## config.mk

```make
export PLATFORM = sky130hd
export DESIGN_NAME = bcd_conversion_arbiter_flat
export DESIGN_NICKNAME = d
export VERILOG_FILES = /design/src/rtl/bcd_conversion_arbiter_if.sv /design/src/rtl/bcd_conversion_arbiter.sv /design/src/flat_wrapper.sv
export SDC_FILE = /design/constraint.sdc
export NUM_CORES = 1
export LEC_CHECK = 0
export ABC_AREA = 1
export CORE_MARGIN = 1.5
export CORE_UTILIZATION = 40
export CTS_BUF_LIST = sky130_fd_sc_hd__clkbuf_2
export CTS_CLUSTER_SIZE = 14
export DETAILED_ROUTE_END_ITERATION = 6
export PLACE_DENSITY = 0.77
export SKIP_CTS_REPAIR_TIMING = 1
export SKIP_LAST_GASP = 1
export SYNTH_ARGS = -nofsm -noshare
export SYNTH_HDL_FRONTEND = slang
export SYNTH_SLANG_ARGS = --single-unit
export TNS_END_PERCENT = 5
```

## constraint.sdc

```tcl
create_clock -name clk -period 2.5 [get_ports clk]
set_input_delay 0.5 -clock clk [delete_from_list [all_inputs] [get_ports clk]]
set_output_delay 0.5 -clock clk [all_outputs]
set_load 0.1 [all_outputs]
```

## src/rtl/bcd_conversion_arbiter_if.sv

```systemverilog
// bcd_conversion_arbiter_if: requester and converter signals of the shared BCD converter arbiter
interface bcd_conversion_arbiter_if #(parameter int NUM_REQ = 4);
  logic [NUM_REQ-1:0] req;
  logic [8*NUM_REQ-1:0] req_data;
  logic [NUM_REQ-1:0] ack;
  logic [11:0] result_bcd;
  logic result_err;
  logic busy;
  logic conv_start;
  logic [7:0] conv_binary;
  logic conv_eoc;
  logic [11:0] conv_bcd;
  modport master (
    output req, req_data, conv_eoc, conv_bcd,
    input ack, result_bcd, result_err, busy, conv_start, conv_binary
  );
  modport slave (
    input req, req_data, conv_eoc, conv_bcd,
    output ack, result_bcd, result_err, busy, conv_start, conv_binary
  );
endinterface

```

## src/rtl/bcd_conversion_arbiter.sv

```systemverilog
// bcd_conversion_arbiter: round-robin sharing of one binary_to_bcd_converter; BCD_ARB_TIMEOUT_EN adds a WAIT timeout
module bcd_conversion_arbiter #(
  parameter int NUM_REQ = 4,
  parameter int TIMEOUT_CYCLES = 31
) (
  input logic clk,
  input logic reset,
  bcd_conversion_arbiter_if.slave bus
);
  localparam int IW = $clog2(NUM_REQ);
  typedef enum logic [1:0] {IDLE, LAUNCH, WAIT, DONE} state_t;
  state_t state;
  logic [IW-1:0] last_grant, grant, pick, idx;
  logic found;
  logic [7:0] operand;
`ifdef BCD_ARB_TIMEOUT_EN
  logic [4:0] wait_cnt;
`endif
  if (NUM_REQ < 2 || NUM_REQ > 8 || TIMEOUT_CYCLES < 1 || TIMEOUT_CYCLES > 31) begin : g_param_check
    $error("bcd_conversion_arbiter: NUM_REQ must be 2..8 and TIMEOUT_CYCLES 1..31");
  end
  // first requesting channel above last_grant with wrap-around, and its operand
  always_comb begin
    found = 1'b0;
    pick = last_grant;
    idx = last_grant;
    operand = '0;
    for (int k = 1; k <= NUM_REQ; k++) begin
      idx = IW'((int'(last_grant) + k) % NUM_REQ);
      if (!found && bus.req[idx]) begin
        found = 1'b1;
        pick = idx;
      end
    end
    for (int i = 0; i < NUM_REQ; i++) operand = (pick == IW'(i)) ? bus.req_data[8*i +: 8] : operand;
  end
  // handshake sequencer with registered outputs; start and ack are single-cycle pulses
  always_ff @(posedge clk) begin
    if (reset) begin
      state <= IDLE;
      last_grant <= IW'(NUM_REQ - 1);
      grant <= '0;
      bus.ack <= '0;
      bus.conv_start <= 1'b0;
      bus.busy <= 1'b0;
      bus.result_err <= 1'b0;
      bus.result_bcd <= '0;
      bus.conv_binary <= '0;
`ifdef BCD_ARB_TIMEOUT_EN
      wait_cnt <= '0;
`endif
    end else begin
      bus.ack <= '0;
      bus.conv_start <= 1'b0;
      case (state)
        IDLE: if (found) begin
          grant <= pick;
          bus.conv_binary <= operand;
          bus.conv_start <= 1'b1;
          bus.busy <= 1'b1;
          state <= LAUNCH;
        end
        LAUNCH: begin
          state <= WAIT;
`ifdef BCD_ARB_TIMEOUT_EN
          wait_cnt <= '0;
`endif
        end
        WAIT: if (bus.conv_eoc) begin
          bus.result_bcd <= bus.conv_bcd;
          bus.result_err <= 1'b0;
          bus.ack <= NUM_REQ'(1) << grant;
          state <= DONE;
        end
`ifdef BCD_ARB_TIMEOUT_EN
        else if (wait_cnt == 5'(TIMEOUT_CYCLES - 1)) begin
          bus.result_bcd <= '0;
          bus.result_err <= 1'b1;
          bus.ack <= NUM_REQ'(1) << grant;
          state <= DONE;
        end else wait_cnt <= wait_cnt + 5'd1;
`endif
        DONE: begin
          last_grant <= grant;
          bus.busy <= 1'b0;
          state <= IDLE;
        end
        default: state <= IDLE;
      endcase
    end
  end
endmodule

```

## src/flat_wrapper.sv

```systemverilog
// flat-port wrapper written by rule: the top's interface ports become plain ports
module bcd_conversion_arbiter_flat 
#(
  parameter int NUM_REQ = 4,
  parameter int TIMEOUT_CYCLES = 31
)
  (clk, reset, bus_req, bus_req_data, bus_conv_eoc, bus_conv_bcd, bus_ack, bus_result_bcd, bus_result_err, bus_busy, bus_conv_start, bus_conv_binary);
  bcd_conversion_arbiter_if #(.NUM_REQ(NUM_REQ)) bus_i ();
  input logic clk;
  input logic reset;
  input wire logic [$bits(bus_i.req)-1:0] bus_req;
  input wire logic [$bits(bus_i.req_data)-1:0] bus_req_data;
  input wire logic [$bits(bus_i.conv_eoc)-1:0] bus_conv_eoc;
  input wire logic [$bits(bus_i.conv_bcd)-1:0] bus_conv_bcd;
  output wire logic [$bits(bus_i.ack)-1:0] bus_ack;
  output wire logic [$bits(bus_i.result_bcd)-1:0] bus_result_bcd;
  output wire logic [$bits(bus_i.result_err)-1:0] bus_result_err;
  output wire logic [$bits(bus_i.busy)-1:0] bus_busy;
  output wire logic [$bits(bus_i.conv_start)-1:0] bus_conv_start;
  output wire logic [$bits(bus_i.conv_binary)-1:0] bus_conv_binary;
  assign bus_i.req = bus_req;
  assign bus_i.req_data = bus_req_data;
  assign bus_i.conv_eoc = bus_conv_eoc;
  assign bus_i.conv_bcd = bus_conv_bcd;
  assign bus_ack = bus_i.ack;
  assign bus_result_bcd = bus_i.result_bcd;
  assign bus_result_err = bus_i.result_err;
  assign bus_busy = bus_i.busy;
  assign bus_conv_start = bus_i.conv_start;
  assign bus_conv_binary = bus_i.conv_binary;
  bcd_conversion_arbiter #(.NUM_REQ(NUM_REQ), .TIMEOUT_CYCLES(TIMEOUT_CYCLES)) u_core (.clk(clk), .reset(reset), .bus(bus_i));
endmodule
```

# == Word-level counts from Yosys, hierarchy flattened ==
# Cells that the tools add are included.
# totals
elab_cells,69
in_bits,51
regBits,32
# op_classes
reduce_logical,15
n_eq_ne,8
add_sub_neg,4
n_shift,1
mux,26
bitwise,3
order_cmp,4
# op_table
op,count
2-to-1 mux 8 bit,4
< comparator 2 x 3 -> 1 bit (second input constant),4
2-to-1 mux 2 bit,6
2-to-1 mux 1 bit,10
binary-select mux 1 bit (select 2 bit),4
== test 2 bit (second input constant),4
one-hot mux 2 bit (4 select lines),1
AND reduction 2 bit,4
adder 2 x 1 -> 2 bit (second input constant),2
adder 2 bit (second input constant),2
== test 2 x 1 -> 1 bit (second input constant),2
logical NOT 2 bit,2
<< shifter 1 x 2 -> 4 bit (first input constant),1
logical AND 1 bit,3
logical NOT 1 bit,3
NOT 1 bit,3
OR reduction 3 bit,1
inequality test 2 x 1 -> 1 bit (second input constant),1
inequality test 2 bit (second input constant),1
one-hot mux 1 bit (2 select lines),1
nonzero test 2 bit,1
OR reduction 2 bit,1

# == Longest topological paths before layout ==
# Gate-level depths: netlist (run 1).
# logic_depth
depth_word,18
mapped_depth,16
mapped_depth_nobuf,15

# == Worst setup path before layout (run 1) ==
# Ideal clock, no wire load.
# synth_timing
kind,in2reg
startpoint,in bus_req[2]
endpoint,reg u_core.bus.conv_binary[6]
path_slack_ns,0.840
path_buffers,1
path_stages,12
t_arrival_ns,1.536
cell_sequence,nand2_1 nand2_2 nand2_4 nand2_4 inv_2 nand3_1 nand3_2 nand2_4 buf_8 nand3b_1 nand2_1 a21oi_2
# synth_via
elab_chain_len,17
# synth_rtl
element,line_no,text
start: declaration,flat_wrapper.sv:11,input wire logic [$bits(bus_i.req)-1:0] bus_req;
binary-select mux 1 bit (select 2 bit),bcd_conversion_arbiter.sv:30,if (!found && bus.req[idx]) begin
2-to-1 mux 1 bit (implied by the code),bcd_conversion_arbiter.sv:30,
2-to-1 mux 1 bit,bcd_conversion_arbiter.sv:30,
logical NOT 1 bit,bcd_conversion_arbiter.sv:30,
logical AND 1 bit,bcd_conversion_arbiter.sv:30,
2-to-1 mux 1 bit,bcd_conversion_arbiter.sv:30,
logical NOT 1 bit,bcd_conversion_arbiter.sv:30,
logical AND 1 bit,bcd_conversion_arbiter.sv:30,
2-to-1 mux 1 bit,bcd_conversion_arbiter.sv:30,
logical NOT 1 bit,bcd_conversion_arbiter.sv:30,
logical AND 1 bit,bcd_conversion_arbiter.sv:30,
2-to-1 mux 2 bit,bcd_conversion_arbiter.sv:30,
logical NOT 2 bit,bcd_conversion_arbiter.sv:35,for (int i = 0; i < NUM_REQ; i++) operand = (pick == IW'(i)) ? bus.req_data[8*i +: 8] : operand;
2-to-1 mux 8 bit (4 in series),bcd_conversion_arbiter.sv:35,
end signal: assignment,bcd_conversion_arbiter.sv:58,bus.conv_binary <= operand;
end: declaration,bcd_conversion_arbiter_if.sv:19,"output ack, result_bcd, result_err, busy, conv_start, conv_binary"
# Several ways; a longest one is shown, not always the timed one. The select of a mux whose other input is x is not followed.
# A chain may end at the register's enable or synchronous reset.

# == Worst setup path after layout (run 1) ==
# layout_timing
startpoint,reg u_core.last_grant[0]
endpoint,reg u_core.bus.conv_binary[3]
# layout_via
elab_chain_len,18
# layout_rtl
element,line_no,text
start: declaration,bcd_conversion_arbiter.sv:13,"logic [IW-1:0] last_grant, grant, pick, idx;"
start signal: assignment,bcd_conversion_arbiter.sv:41,last_grant <= IW'(NUM_REQ - 1);
start signal: assignment,bcd_conversion_arbiter.sv:84,last_grant <= grant;
adder 2 x 1 -> 2 bit,bcd_conversion_arbiter.sv:29,idx = IW'((int'(last_grant) + k) % NUM_REQ);
binary-select mux 1 bit (select 2 bit),bcd_conversion_arbiter.sv:30,
2-to-1 mux 1 bit (implied by the code),bcd_conversion_arbiter.sv:30,
2-to-1 mux 1 bit,bcd_conversion_arbiter.sv:30,
logical NOT 1 bit,bcd_conversion_arbiter.sv:30,
logical AND 1 bit,bcd_conversion_arbiter.sv:30,
2-to-1 mux 1 bit,bcd_conversion_arbiter.sv:30,
logical NOT 1 bit,bcd_conversion_arbiter.sv:30,
logical AND 1 bit,bcd_conversion_arbiter.sv:30,
2-to-1 mux 1 bit,bcd_conversion_arbiter.sv:30,
logical NOT 1 bit,bcd_conversion_arbiter.sv:30,
logical AND 1 bit,bcd_conversion_arbiter.sv:30,
2-to-1 mux 2 bit,bcd_conversion_arbiter.sv:30,
logical NOT 2 bit,bcd_conversion_arbiter.sv:35,
2-to-1 mux 8 bit (4 in series),bcd_conversion_arbiter.sv:35,
# Several ways; a longest one is shown, not always the timed one. The select of a mux whose other input is x is not followed.

==> reports/summary.log, run 1 <==
[finish] final cell utilization of the core 0.614
[placement] worst setup slack before clock tree synthesis 0.116 ns
[clock_tree] clock latency on the worst-skew pair 0.37 ns
[floorplanning] DIE AREA 4810 um2
[sta] final worst path period share 0.838
[clock_tree] number of clock sinks seen by CTS 32
[placement] DP Area 2490 um2
[route] detailed-route DRC error count 0
[power] P_int 1.35 mW
[clock_tree] clock edge transition at the registers on the reported setup and hold paths 0.16 ns
[finish] final antenna diode count 0
[finish] Layout fillers 387
[sta] Worst slew margin 0.658
[clock_tree] clock buffer count from CTS 5
[floorplanning] initial standard-cell utilization of the core 0.428
[global_routing] global-route wire length before repair 7090 um
[floorplanning] Die X 69.3 um
[finish] total area of multi-input combinational cells 972 um2
[sta] minimum clock period after layout 2.09 ns
[synthesis] Post-Syn Area 1760 um2
[floorplanning] Placement Rows 23
[outcome] result of the run finished, final reports clean
[critical_path] maximum single-stage delay on the critical path 0.67 ns
[floorplanning] core outline area 4120 um2
[power] portion of total power attributed to the clock network 0.076
[synthesis] count of unique library cells instantiated by Yosys 28
[critical_path] most common cell type on the critical path nand2_1
[power] standby leakage power 1.15 nW
[clock_tree] clock root buffer master clkbuf_2
[finish] total non-filler cell area in the finished layout 2520 um2
[power] combinational share of power 0.692
[sta] total count of hold-check failures in the final report 0
[route] total vias in the final route 1817
[finish] Area growth syn-to-layout 43.4%
[floorplanning] Die Y-Extent 69.3 um
[synthesis] Yosys warnings 0
[critical_path] Top Family by Delay on Critical Path simple AND/OR/NAND/NOR gates
[critical_path] kind of critical path reg2reg
[critical_path] Critical Path End Type flop
[sta] final-layout worst hold slack 0.499 ns
[route] detailed-router iteration count before antenna repair 4
[critical_path] slowest CP cell dfxtp_1
[sta] setup slack of the critical path after layout 0.405 ns
[global_routing] gr usage total 0.179
[critical_path] data arrival time at the worst-slack endpoint 2.39 ns
[worst_hold_path] Hold Path Class reg2reg
[synthesis] proportion of synthesized chip area in sequential cells 0.364
[power] total power density per cell area 1270 nW/um2
[critical_path] biggest fanout along the worst timing path 18
[global_routing] via count of the first global-routing pass 1583
[critical_path] crit path cell chain inv_8 > nand2_1 > nand2_1 > nand2_1 > nand2_1 > nor2_4 > nand3_2 > nand2_4 > nor2_4 > nand2_1 > nand3_1 > nor2_1 > nor2_1
[synthesis] net count of the mapped netlist 303
[sta] number of setup violations in the final report 0
[global_routing] overall overflow remaining after global route 0
[synthesis] post-synthesis average cell area 7.10 um2
[sta] Max Fclk 0.477 GHz
[power] proportion of power drawn by flip-flops and latches 0.232
[placement] placer's final routability congestion estimate 0.823
[critical_path] crit path launch type flop
[sta] RSZ-0062 raised after global routing no
[synthesis] Synth Register Bits 32
[route] Post-DRT Antenna Nets 0
[route] DRT Wirelength 4250 um
[clock_tree] deepest clock path buffer count 2
[clock_tree] TritonCTS clock tree built
[floorplanning] Boundary Pins 78
[finish] Seq. cell area 641 um2
[route] initial drt markers 87
[route] detail-routed via count per cell 4.86
[clock_tree] CTS H-Tree Depth 2
[sta] Max Transition Viols Final 0
[sta] slew at the pin with the worst max-slew slack 0.512 ns
[finish] fraction of final layout cells sized beyond drive strength 1 0.188
[critical_path] Data required, critical path 2.79 ns
[run] number of maximum-capacitance violations 0
[route] routed len/inst 11.4 um
[power] largest voltage drop on the vdd net 477 uV
[synthesis] cells after synthesis 248
[global_routing] number of antenna violations at the first check in global routing 0
[critical_path] count of buffer and inverter cells on the critical path 1
[placement] half-perimeter wire length after detailed placement 3310 um
[power] switching power share of the total 0.579
[sta] setup TNS 0 ns
[finish] final-stage net count 378
[sta] clock skew 0.0154 ns
[power] net load switching power 1.85 mW
[global_routing] pin count of the biggest net entering global routing 19
[placement] count of buffers inserted at the top-level ports 76
[state kept, by name, summed over array words and instances, names as in the netlist]
name / count
u_core.state: 2
u_core.bus.conv_binary: 8
u_core.bus.busy: 1
u_core.bus.result_bcd: 12
u_core.last_grant: 2
u_core.bus.conv_start: 1
u_core.bus.ack: 4
u_core.grant: 2
[cells in the final DEF (no fill, tap or decap), types with 2 or more instances in the layout]
cell type and n:
a21oi_1 8, buf_12 2, buf_4 27, clkbuf_2 7, clkdlybuf4s50_1 50, dfxtp_1 32, ha_1 4, inv_1 12
inv_2 3, nand2_1 48, nand2_2 6, nand2_4 5, nand3_1 31, nand3_2 5, nand3b_1 2, nand4_1 2
nor2_1 42, nor2_4 2, o21ai_0 28
[Yosys cell counts (all sizes together)]
master / number / area share
nand2: 59 / 0.16
nor2: 45 / 0.11
nand3: 36 / 0.12
dfxtp: 32 / 0.36
o21ai: 29 / 0.085
inv: 16 / 0.038
a21oi: 9 / 0.028
buf: 7 / 0.037
clkbuf: 4 / 0.0085
ha: 4 / 0.028
nand3b: 2 / 0.0085
nand4: 2 / 0.0071
a31oi: 1 / 0.0036
conb: 1 / 0.0021
o31ai: 1 / 0.0043
[layout make-up]
cell class                      count  share of cell area
Multi-Input combinational cell    189               0.385
Timing Repair Buffer               79               0.294
Sequential cell                    32               0.254
Inverter                           16              0.0268
Tap cell                           50              0.0248
Clock buffer                        7              0.0139
Clock inverter                      1             0.00149
[kinds of logic (layout without fill, tap and decap cells)]
family,count (synthesis),count (layout),share of synthesized area
AND/OR/NAND/NOR,144,144,0.402
AO/OA/AOI/OAI,40,40,0.120
flip-flops,32,32,0.364
buffers and inverters,27,103,0.0839
adder cells (fa/ha/maj),4,4,0.0284
other,1,1,0.00213
[worst reg2reg max path, cell delays in order, from the launching register on]
cell,delay (ns)
dfxtp_1,0.67
inv_8,0.09
nand2_1,0.10
nand2_1,0.08
nand2_1,0.06
nand2_1,0.10
nor2_4,0.16
nand3_2,0.14
nand2_4,0.25
nor2_4,0.09
nand2_1,0.07
nand3_1,0.09
nor2_1,0.10
nor2_1,0.04
[power groups by stage]
stage | sequential [mW] | clock [mW] | combinational, mW
after global placement | 0.749 | 0 | 2.20
final | 0.742 | 0.243 | 2.21
after floorplan | 1.47 | 0 | 1.10
after CTS | 0.740 | 0.250 | 2.22
after detailed placement | 0.752 | 0 | 2.22
after global routing | 0.760 | 0.270 | 2.39
[metal layers]
layer,up-vias,track usage,part of all wire
met5,-,0,0
met3,5,0.0494,0.065
met4,0,0.0523,0.012
met1,791,0.232,0.46
met2,58,0.290,0.46
li1,963,-,-
[final timing paths]
check | start | endpoint | slack, ns | cells after the start
worst max-delay path | u_core.last_grant[0]$_SDFFE_PP1P_ | u_core.bus.conv_binary[3]$_SDFFE_PP0P_ | 0.41 | 13
worst min register to register | u_core.bus.result_bcd[6]$_SDFFE_PP0P_ | u_core.bus.result_bcd[6]$_SDFFE_PP0P_ | 0.50 | 2
worst max register to register | u_core.last_grant[0]$_SDFFE_PP1P_ | u_core.bus.conv_binary[3]$_SDFFE_PP0P_ | 0.41 | 13
worst min-delay path | u_core.bus.result_bcd[6]$_SDFFE_PP0P_ | u_core.bus.result_bcd[6]$_SDFFE_PP0P_ | 0.50 | 2
[through the flow]
| stage | power, mW | std cells |
|---|---|---|
| finish | 3.20 | 374 |
| floorplan | 2.57 | 248 |
| global placement | 2.95 | 366 |
| CTS | 3.21 | 374 |
| global route | 3.42 | 374 |
| detailed placement | 2.97 | 366 |
(Power assumes the default switching activity.)
==> run 2, diff against run 1 <==
- clock period: 2.5 -> 2 ns (I/O delays scaled with it)
==> reports/summary.log, run 2 (synthesized netlist as in run 1, its figures left out) <==
[outcome] result of the run finished, final reports clean
[critical_path] slowest CP cell clkdlybuf4s50_1
[floorplanning] initial standard-cell utilization of the core 0.428
[sta] setup TNS 0 ns
[critical_path] biggest fanout along the worst timing path 12
[sta] final-layout worst hold slack 0.497 ns
[critical_path] maximum single-stage delay on the critical path 0.50 ns
[power] total power density per cell area 1600 nW/um2
[clock_tree] clock buffer count from CTS 5
[clock_tree] clock edge transition at the registers on the reported setup and hold paths 0.16 ns
[route] detail-routed via count per cell 4.84
[power] largest voltage drop on the vdd net 769 uV
[finish] commonest cells after routing, fill and taps aside clkdlybuf4s50_1 (50), nand2_1 (48), nor2_1 (42), buf_4 (34), nand3_1 (31)
[sta] clock skew 0.0116 ns
[power] power after layout 4.19 mW
[clock_tree] clock latency on the worst-skew pair 0.36 ns
[floorplanning] Die X 69.3 um
[placement] count of buffers inserted at the top-level ports 76
[floorplanning] Die Y-Extent 69.3 um
[finish] register name with the most flops u_core.bus.result_bcd
[worst_hold_path] Hold Path Class reg2reg
[run] number of maximum-capacitance violations 0
[route] DRT Wirelength 4240 um
[route] routed len/inst 11.1 um
[sta] number of setup violations in the final report 0
[route] detailed-router iteration count before antenna repair 5
[global_routing] gr usage total 0.179
[critical_path] Data required, critical path 2.27 ns
[critical_path] most common cell type on the critical path nand2_1
[sta] Worst slew margin 0.561
[clock_tree] clock root buffer master clkbuf_2
[global_routing] global-route wire length before repair 7220 um
[sta] final worst path period share 0.915
[route] Post-DRT Antenna Nets 0
[finish] fraction of final layout cells sized beyond drive strength 1 0.217
[power] proportion of power drawn by flip-flops and latches 0.220
[route] total vias in the final route 1850
[placement] Post-Place Cells 374
[critical_path] count of buffer and inverter cells on the critical path 2
[placement] worst setup slack before clock tree synthesis -0.214 ns
[critical_path] data arrival time at the worst-slack endpoint 2.10 ns
[power] portion of total power attributed to the clock network 0.069
[placement] placer's final routability congestion estimate 0.772
[sta] slew at the pin with the worst max-slew slack 0.657 ns
[floorplanning] core outline area 4120 um2
[global_routing] number of antenna violations at the first check in global routing 0
[global_routing] pin count of the biggest net entering global routing 29
[finish] Area growth syn-to-layout 48.4%
[route] detailed-route DRC error count 0
[clock_tree] TritonCTS clock tree built
[floorplanning] DIE AREA 4810 um2
[critical_path] Top Family by Delay on Critical Path simple AND/OR/NAND/NOR gates
[critical_path] kind of critical path in2reg
[finish] Top Registers u_core.bus.result_bcd (12), u_core.bus.conv_binary (8), u_core.bus.ack (4)
[finish] final antenna diode count 0
[finish] commonest non-fill, non-tap cell in the layout clkdlybuf4s50_1
[placement] half-perimeter wire length after detailed placement 3280 um
[finish] final-stage net count 387
[clock_tree] deepest clock path buffer count 2
[finish] flip-flop count of the largest register, all copies and words added 12
[sta] setup slack of the critical path after layout 0.170 ns
[clock_tree] CTS H-Tree Depth 2
[sta] Max Fclk 0.547 GHz
[critical_path] crit path launch type input pin
[critical_path] Critical Path End Type flop
[power] combinational share of power 0.711
[power] standby leakage power 1.20 nW
[global_routing] via count of the first global-routing pass 1626
[sta] Max Transition Viols Final 0
[global_routing] overall overflow remaining after global route 0
[power] switching power share of the total 0.562
[power] P_int 1.83 mW
[sta] minimum clock period after layout 1.83 ns
[finish] post-route non-filler standard cell count 382
[critical_path] crit path cell chain clkdlybuf4s50_1 > buf_4 > nand2_1 > nand3_1 > nand2_1 > o21ai_2 > nand3_2 > nand2_4 > nor2_4 > nand2_1 > nand3_1 > nor2_1 > nor2_1
[clock_tree] number of clock sinks seen by CTS 32
[sta] total count of hold-check failures in the final report 0
[power] net load switching power 2.35 mW
[floorplanning] Boundary Pins 78
[floorplanning] Placement Rows 23
[route] initial drt markers 74
[run 2: worst paths after layout]
check / from / endpoint / slack [ns] / cells after the start
setup reg to reg: u_core.last_grant[0]$_SDFFE_PP1P_ / u_core.bus.conv_binary[7]$_SDFFE_PP0P_ / 0.18 / 15
setup / recovery: bus_req[0] / u_core.bus.conv_binary[7]$_SDFFE_PP0P_ / 0.17 / 13
hold reg to reg: u_core.bus.result_bcd[5]$_SDFFE_PP0P_ / u_core.bus.result_bcd[5]$_SDFFE_PP0P_ / 0.50 / 2
hold / removal: u_core.bus.result_bcd[5]$_SDFFE_PP0P_ / u_core.bus.result_bcd[5]$_SDFFE_PP0P_ / 0.50 / 2
[run 2: power groups by stage]
stage	clock network (mW)	registers, mW	logic (mW)
2_1_floorplan	0	1.84	1.37
3_3_place_gp	0	0.928	2.91
3_5_place_dp	0	0.932	2.96
4_1_cts	0.298	0.918	2.96
5_1_grt	0.330	0.943	3.23
6_report	0.289	0.920	2.98
[run 2: final cells by class]
cell class	count	area (um2)
fill	388	1500
multi-input combinational	189	972
timing repair buffer	88	827
sequential	32	646
inverter	16	70.1
tap	50	62.6
clock buffer	6	30.0
clock inverter	1	5.00
[run 2: worst register-to-register path, cell delays in order, from the launching register on]
cell	delay [ns]
dfxtp_4	0.38
buf_12	0.12
inv_8	0.07
nand2_2	0.05
nand2_2	0.12
nand2_1	0.07
nand2_1	0.11
nand3_2	0.10
nand2_1	0.08
nand2_2	0.08
buf_4	0.17
nor2_8	0.15
nand2_1	0.07
nand3_1	0.09
nor2_1	0.05
nor2_1	0.08
[run 2: per-stage QoR]
step	utilization	cell area, um2
3_3_place_gp	0.619	2550
6_report	0.635	2610
5_1_grt	0.635	2610
2_1_floorplan	-	1760
3_5_place_dp	0.619	2550
4_1_cts	0.627	2580
[run 2: metal layers]
| metal | track usage | up-vias | share of wire |
|---|---|---|---|
| li1 | - | 975 | - |
| met2 | 0.297 | 63 | 0.47 |
| met5 | 0 | - | 0 |
| met3 | 0.0363 | 8 | 0.058 |
| met1 | 0.227 | 804 | 0.46 |
| met4 | 0.0719 | 0 | 0.019 |
